**config.mk**
```make
export PLATFORM = sky130hd
export DESIGN_NAME = pe_mac
export DESIGN_NICKNAME = d
export VERILOG_FILES = /design/src/rtl/pe_pkg.sv /design/src/rtl/pe_mult.sv /design/src/rtl/pe_mac.sv
export SDC_FILE = /design/constraint.sdc
export NUM_CORES = 1
export LEC_CHECK = 0
export ABC_AREA = 1
export CAP_MARGIN = 20
export CORE_ASPECT_RATIO = 1.25
export CORE_MARGIN = 2
export CORE_UTILIZATION = 60
export CTS_CLUSTER_SIZE = 16
export DETAILED_ROUTE_END_ITERATION = 16
export PLACE_DENSITY = 0.82
export SYNTH_ARGS = -nofsm -noshare
export SYNTH_HDL_FRONTEND = slang
export SYNTH_SLANG_ARGS = --single-unit
```
**constraint.sdc**
```tcl
create_clock -name clk -period 7.9 [get_ports clk]
set_clock_uncertainty 0.15 [all_clocks]
set_input_delay 0.79 -clock clk [delete_from_list [all_inputs] [get_ports clk]]
set_output_delay 0.79 -clock clk [all_outputs]
set_load 0.02 [all_outputs]
```
**src/rtl/pe_pkg.sv**
```systemverilog
// pe_pkg: shared width defaults and state encoding for the MAC processing element
package pe_pkg;
  localparam int PE_DATA_W = 16;
  localparam int PE_ACC_W  = 40;
  localparam int PE_LEN_W  = 8;
  typedef enum logic [1:0] {IDLE, ACCUM, DRAIN, WRITE} state_e;
endpackage

```
**src/rtl/pe_mult.sv**
```systemverilog
// pe_mult: registered signed multiplier with a one-cycle product-valid flag
module pe_mult #(
  parameter int DATA_W = 16
) (
  input  logic                       clk,
  input  logic                       reset,
  input  logic                       vld_i,
  input  logic signed [DATA_W-1:0]   a_i,
  input  logic signed [DATA_W-1:0]   b_i,
  output logic signed [2*DATA_W-1:0] p_o,
  output logic                       vld_o
);
  logic signed [2*DATA_W-1:0] p_q;
  logic vld_q;
  // capture the product of each accepted beat; the flag marks it for exactly one cycle
  always_ff @(posedge clk)
    if (reset) begin
      p_q   <= '0;
      vld_q <= 1'b0;
    end else begin
      vld_q <= vld_i;
      if (vld_i) p_q <= a_i * b_i;
    end
  assign p_o   = p_q;
  assign vld_o = vld_q;
endmodule

```
**src/rtl/pe_mac.sv**
```systemverilog
// pe_mac: dot-product MAC feeding a reg_file write port; PE_MAC_SAT_EN selects saturating output
module pe_mac import pe_pkg::*; #(
  parameter int DATA_W = PE_DATA_W,
  parameter int ACC_W  = PE_ACC_W,
  parameter int LEN_W  = PE_LEN_W
) (
  input  logic                     clk,
  input  logic                     reset,
  input  logic                     start,
  input  logic [LEN_W-1:0]         k_len,
  input  logic                     in_valid,
  output logic                     in_ready,
  input  logic signed [DATA_W-1:0] a,
  input  logic signed [DATA_W-1:0] b,
  output logic                     out_we,
  output logic [DATA_W-1:0]        out_data,
  output logic                     busy
);
  state_e state_q, state_d;
  logic [LEN_W-1:0] k_q, cnt_q, cnt_d;
  logic signed [ACC_W-1:0] acc_q, acc_d;
  logic signed [2*DATA_W-1:0] prod;
  logic prod_vld, go, beat, last, we_q;
  logic [DATA_W-1:0] res, data_q;
  assign go       = state_q == IDLE && start;
  assign in_ready = state_q == ACCUM && cnt_q < k_q;
  assign beat     = in_valid && in_ready;
  assign last     = cnt_q + LEN_W'(1) == k_q;
  assign busy     = state_q != IDLE;
  assign out_we   = we_q;
  assign out_data = data_q;
  pe_mult #(.DATA_W(DATA_W)) u_mult (
    .clk   (clk),
    .reset (reset),
    .vld_i (beat),
    .a_i   (a),
    .b_i   (b),
    .p_o   (prod),
    .vld_o (prod_vld)
  );
`ifdef PE_MAC_SAT_EN
  localparam logic signed [ACC_W-1:0] MAX_V = ACC_W'({(DATA_W-1){1'b1}});
  localparam logic signed [ACC_W-1:0] MIN_V = ~MAX_V;
  assign res = acc_q > MAX_V ? MAX_V[DATA_W-1:0] : acc_q < MIN_V ? MIN_V[DATA_W-1:0] : acc_q[DATA_W-1:0];
`else
  assign res = acc_q[DATA_W-1:0];
`endif
  // sequencing: a zero-length request skips straight to the write cycle
  always_comb begin
    state_d = state_q;
    case (state_q)
      IDLE:    state_d = start ? (k_len == '0 ? WRITE : ACCUM) : IDLE;
      ACCUM:   state_d = beat && last ? DRAIN : ACCUM;
      DRAIN:   state_d = WRITE;
      default: state_d = IDLE;
    endcase
  end
  // term count and accumulator; the accumulator trails acceptance by one cycle via the multiplier register
  always_comb begin
    cnt_d = go ? '0 : beat ? cnt_q + LEN_W'(1) : cnt_q;
    acc_d = go ? '0 : prod_vld ? acc_q + ACC_W'(prod) : acc_q;
  end
  // state registers; the result is captured and strobed one cycle after WRITE is entered
  always_ff @(posedge clk)
    if (reset) begin
      state_q <= IDLE;
      k_q     <= '0;
      cnt_q   <= '0;
      acc_q   <= '0;
      we_q    <= 1'b0;
      data_q  <= '0;
    end else begin
      state_q <= state_d;
      cnt_q   <= cnt_d;
      acc_q   <= acc_d;
      we_q    <= state_q == WRITE;
      if (go) k_q <= k_len;
      if (state_q == WRITE) data_q <= res;
    end
endmodule

```
[Word level (Yosys, flattened, before mapping)]
Cells that the tools add are included.
Operators by class
  reductions and logical operators: 8
  add/subtract/negate cells: 2
  muxes and demuxes: 4
  equal/unequal tests: 4
  multiply operators: 1
  $lt $le $gt $ge: 1
Operator list (count)
  $add 40x40->40: 1
  $mul 16x16->32: 1
  $add 8x1->8 const B: 1
  $eq 8x8->1: 1
  $logic_not 8->1: 1
  $lt 8x8->1: 1
  $mux 2: 3
  $pmux 2 s3: 1
  $eq 2x2->1 const B: 2
  $logic_and 1x1->1: 4
  $eq 2x1->1 const B: 1
  $logic_not 2->1: 1
  $reduce_bool 2->1: 1
  $reduce_or 2->1: 1
Storage, ports and cells
  input bits: 44
  register bits after elaboration: 108
  output and inout bits: 19

[Logic depth before layout (Yosys ltp)]
  word-level depth: 6
  mapped depth: 28

[Cells and area by module]
From an unflattened synthesis, not the netlist that was laid out.
Unflattened totals
  cell total of the unflattened synthesis: 2088
  area total of the unflattened synthesis: 15065.7 µm²
Modules (own cells, without submodules)
  pe_mult: times used 1, seq. area each 660.6 µm², cells each 1648, area an instance 12030.3 µm²
  pe_mac: times used 1, seq. area each 1021.0 µm², cells each 440, area an instance 3035.4 µm²

[Least setup slack after synthesis]
No wires, ideal clock.
  kind: input -> register
  start: input port b[1]
  end: register u_mult.p_q[15] (netlist: u_mult.p_o[15])
  arrival time: 5414 ps
  stages on the path: 22
  setup time: 109 ps
  data required time: 7641 ps
  setup slack: 2227 ps
  path buffers: 2
  cells stage by stage: buf_2 > clkbuf_1 > nand2_1 > fa_1 > fa_1 > inv_1 > fa_1 > fa_1 > fa_1 > inv_1 > fa_1 > inv_1 > ha_1 > a21o_1 > inv_1 > o211ai_1 > a31oi_1 > inv_1 > nand3_1 > nand3_1 > nand2_1 > inv_1
Between the ends
  word-level cells in the longest chain between the ends: 1
RTL lines
  from (decl): RTL line pe_mac.sv:14  | input logic signed [DATA_W-1:0] b,
  $mul 16x16->32: RTL line pe_mult.sv:22  | if (vld_i) p_q <= a_i * b_i;
  to (signal assigned): RTL line pe_mult.sv:22
  to (decl): RTL line pe_mult.sv:13  | logic signed [2*DATA_W-1:0] p_q;
Every way passes these cells.
A chain may end at the register's enable or synchronous reset.

[Worst setup path after layout]
  start: input port a[2]
  end: register u_mult.p_q[12] (netlist: u_mult.p_o[12])
Between the ends
  word-level cells in the longest chain between the ends: 1
RTL lines
  from (decl): RTL line pe_mac.sv:13  | input logic signed [DATA_W-1:0] a,
  $mul 16x16->32: RTL line pe_mult.sv:22
Every way passes these cells.

==> metrics.md <==
| Metric | Value |
|---|---|
| Status | finished, final reports clean |
| Crit. End Element | flip-flop |
| Seq cells post-synth | 68 |
| Hold Vio Cnt, Final | 0 |
| RD Place Congestion | 0.871 |
| Commonest non-fill, non-tap cell in the layout | inv_1 |
| Chip Width | 107 um |
| Mapped Cells | 1123 |
| Top Ports | 63 |
| P&R area growth vs syn | 12.6% |
| Worst slew pin tran | 1.01 ns |
| Sequential area share after synthesis | 17.1% |
| WP data arrival | 6.26 ns |
| Final WS setup | 1.72 ns |
| Share of total power in combinational logic | 64.7% |
| Largest net degree at the start of global routing | 39 |
| Part of the cycle the worst path needs | 78.2% |
| Post-CTS Resized | 0 |
| Yosys top cell area share | 20.2% |
| Initial core utilization | 60.6% |
| Worst Setup Start Kind | input port |
| Kind of critical path | input port to flip-flop |
| DR DRC count | 0 |
| Max-cap viol count | 0 |
| CP Data Required Time | 7.98 ns |
| Yosys warnings | 0 |
| Cell Pwr Density | 267 nW/um2 |
| Post-synth ARST share | 0% |
| Clock power frac | 19.5% |
| Initial DRC Count | 235 |
| Most frequent cells in the layout | inv_1, nand2_1, ha_1 |
| Full die area | 14200 um2 |
| Die height | 133 um |
| I/O Buffers | 62 |
| CTS clk-pin slew, worst paths | 0.06 ns |
| H-tree depth | 3 |
| HP Class | flip-flop to flip-flop |
| Core footprint | 13100 um2 |
| Register share of total power | 15.8% |
| Internal | 1.29 mW |
| Vias in the first global route | 6707 |
| Relative slew slack | 32.4% |
| Final setup vio count | 0 |
| Pre-CTS setup slack | 1.39 ns |
| Via count | 6891 |
| Vias/cell | 5.16 |
| Sw power | 1.09 mW |
| Share of post-route cells with drive strength above 1 | 2.15% |
| Setup TNS | 0 ns |
| CTS tree | built |
| Tot GR Track Use | 26.0% |
| RSZ-0062 raised after global routing | no |
| Sw Ratio | 45.8% |
| Syn_nets | 1332 |
| Crit-path max FO | 15 |
| Clock Latency Late Sink | 0.35 ns |
| Fmax | 162 MHz |
| 1st-pass router iterations | 5 |
| Post-Syn Area | 7950 um2 |
| Post-CTS Setup Bufs | 0 |
| Post-DR wirelength/cell | 13.1 um |
| Area leader, netlist | fa_1 |
| Clock sink total | 68 |
| CTS Buf Count | 9 |
| Maximum vdd drop | 0.265 mV |
| Synth top area cells | fa_1, dfxtp_1, ha_1 |
| Mean post-synth cell area | 7.08 um2 |
| Antenna diodes | 0 |
| Post-DP HPWL | 14100 um |
| First-pass GRT wire length | 29700 um |
| Cell Rows | 47 |
| Initial antenna violation count | 0 |
| Grt ovf | 0 |
| Hold-fix buffer count after cts | 0 |
| Leakage power | 5.07 nW |
| Clock tree buffer depth | 2 |
| Fin crit period | 6.18 ns |
| Final WL | 17500 um |
| Nets | 1368 |
| Routed Antenna Nets | 0 |
| Top_reg_cell synth | dfxtp_1 |
| Synth unique cells | 34 |
| Root Driver | clkbuf_16 |
| Pins Over Slew Limit | 0 |
| Number of synthesized flops with an enable pin | 0 |
path summary, 6_finish.rpt:
path                start        endpoint  slack, ns  cells after the start
max                  a[2]  u_mult.p_o[12]       1.72                     21
max reg2reg        k_q[3]   u_mult.p_o[1]       5.46                     11
min          out_data[13]    out_data[13]       0.32                      2
min reg2reg  out_data[13]    out_data[13]       0.32                      2
power by group through the flow:
| stage | combinational (mW) | clock (mW) | sequential, mW |
|---|---|---|---|
| floorplan | 1.20 | 0 | 0.378 |
| global placement | 1.50 | 0 | 0.383 |
| detailed placement | 1.55 | 0 | 0.383 |
| CTS | 1.56 | 0.470 | 0.376 |
| global route | 1.79 | 0.483 | 0.378 |
| finish | 1.54 | 0.466 | 0.377 |
per-stage QoR:
step	cell area (um2)	util, %	hold slack, ns	cells	power, mW
5_1_grt	8950	68.2	0.342	1335	2.65
2_1_floorplan	7950	-	0.292	1123	1.58
3_5_place_dp	8600	65.6	0.315	1319	1.93
6_report	8950	68.2	0.322	1335	2.39
4_1_cts	8950	68.2	0.325	1335	2.41
3_3_place_gp	8600	65.6	0.310	1319	1.88
area by class of cell:
type                       count  area (um2)
fill                        1093        4170
timing repair buffer          64         636
clock inverter                 7         121
clock buffer                   9         225
tap                          171         214
sequential                    68        1360
multi-input combinational    736        5340
inverter                     280        1050
kinds of logic after synthesis:
| logic type | Yosys count | synth area share, % |
|---|---|---|
| buffers and inverters | 319 | 15.7 |
| xor gates and xnor gates | 29 | 3.29 |
| DFF | 68 | 17.1 |
| and+or+nand+nor | 393 | 20.2 |
| adders and majority gates | 165 | 33.5 |
| AOI/OAI and AO/OA | 149 | 10.2 |
synthesized netlist by cell type, drive strengths merged, types with 7 or more instances:
cell type    n
o21ai       62
nor2        47
nand2      274
inv        279
nand3       59
clkbuf      23
ha          85
dfxtp       68
xor2        22
a21oi       65
xnor2        7
fa          80
buf         16
state kept, by name (all words and copies together), names as in the netlist:
name / flops
u_mult.p_o: 16
k_q: 8
state_q: 2
acc_q: 16
cnt_q: 8
u_mult.vld_o: 1
out_we: 1
out_data: 16
critical path: stages:
cell and delay [ns]:
clkdlybuf4s50_1 0.87, nand2_1 0.17, fa_1 0.57, inv_1 0.06, fa_1 0.53, ha_1 0.14, inv_1 0.06, fa_1 0.53
inv_1 0.05, fa_1 0.47, inv_1 0.05, fa_1 0.52, inv_1 0.04, ha_1 0.34, a21o_1 0.19, a21oi_1 0.17
nand2_1 0.12, a21o_1 0.17, a21oi_1 0.15, xor2_1 0.16, a21oi_1 0.08
routing by layer:
metal / global-route usage [%] / part of all wire, % / vias up
li1: - / - / 3476
met5: 0 / 0 / -
met3: 2.56 / 4.1 / 36
met4: 9.88 / 2.4 / 0
met1: 30.2 / 40 / 3205
met2: 48.4 / 53 / 174
(Power assumes the default switching activity.)
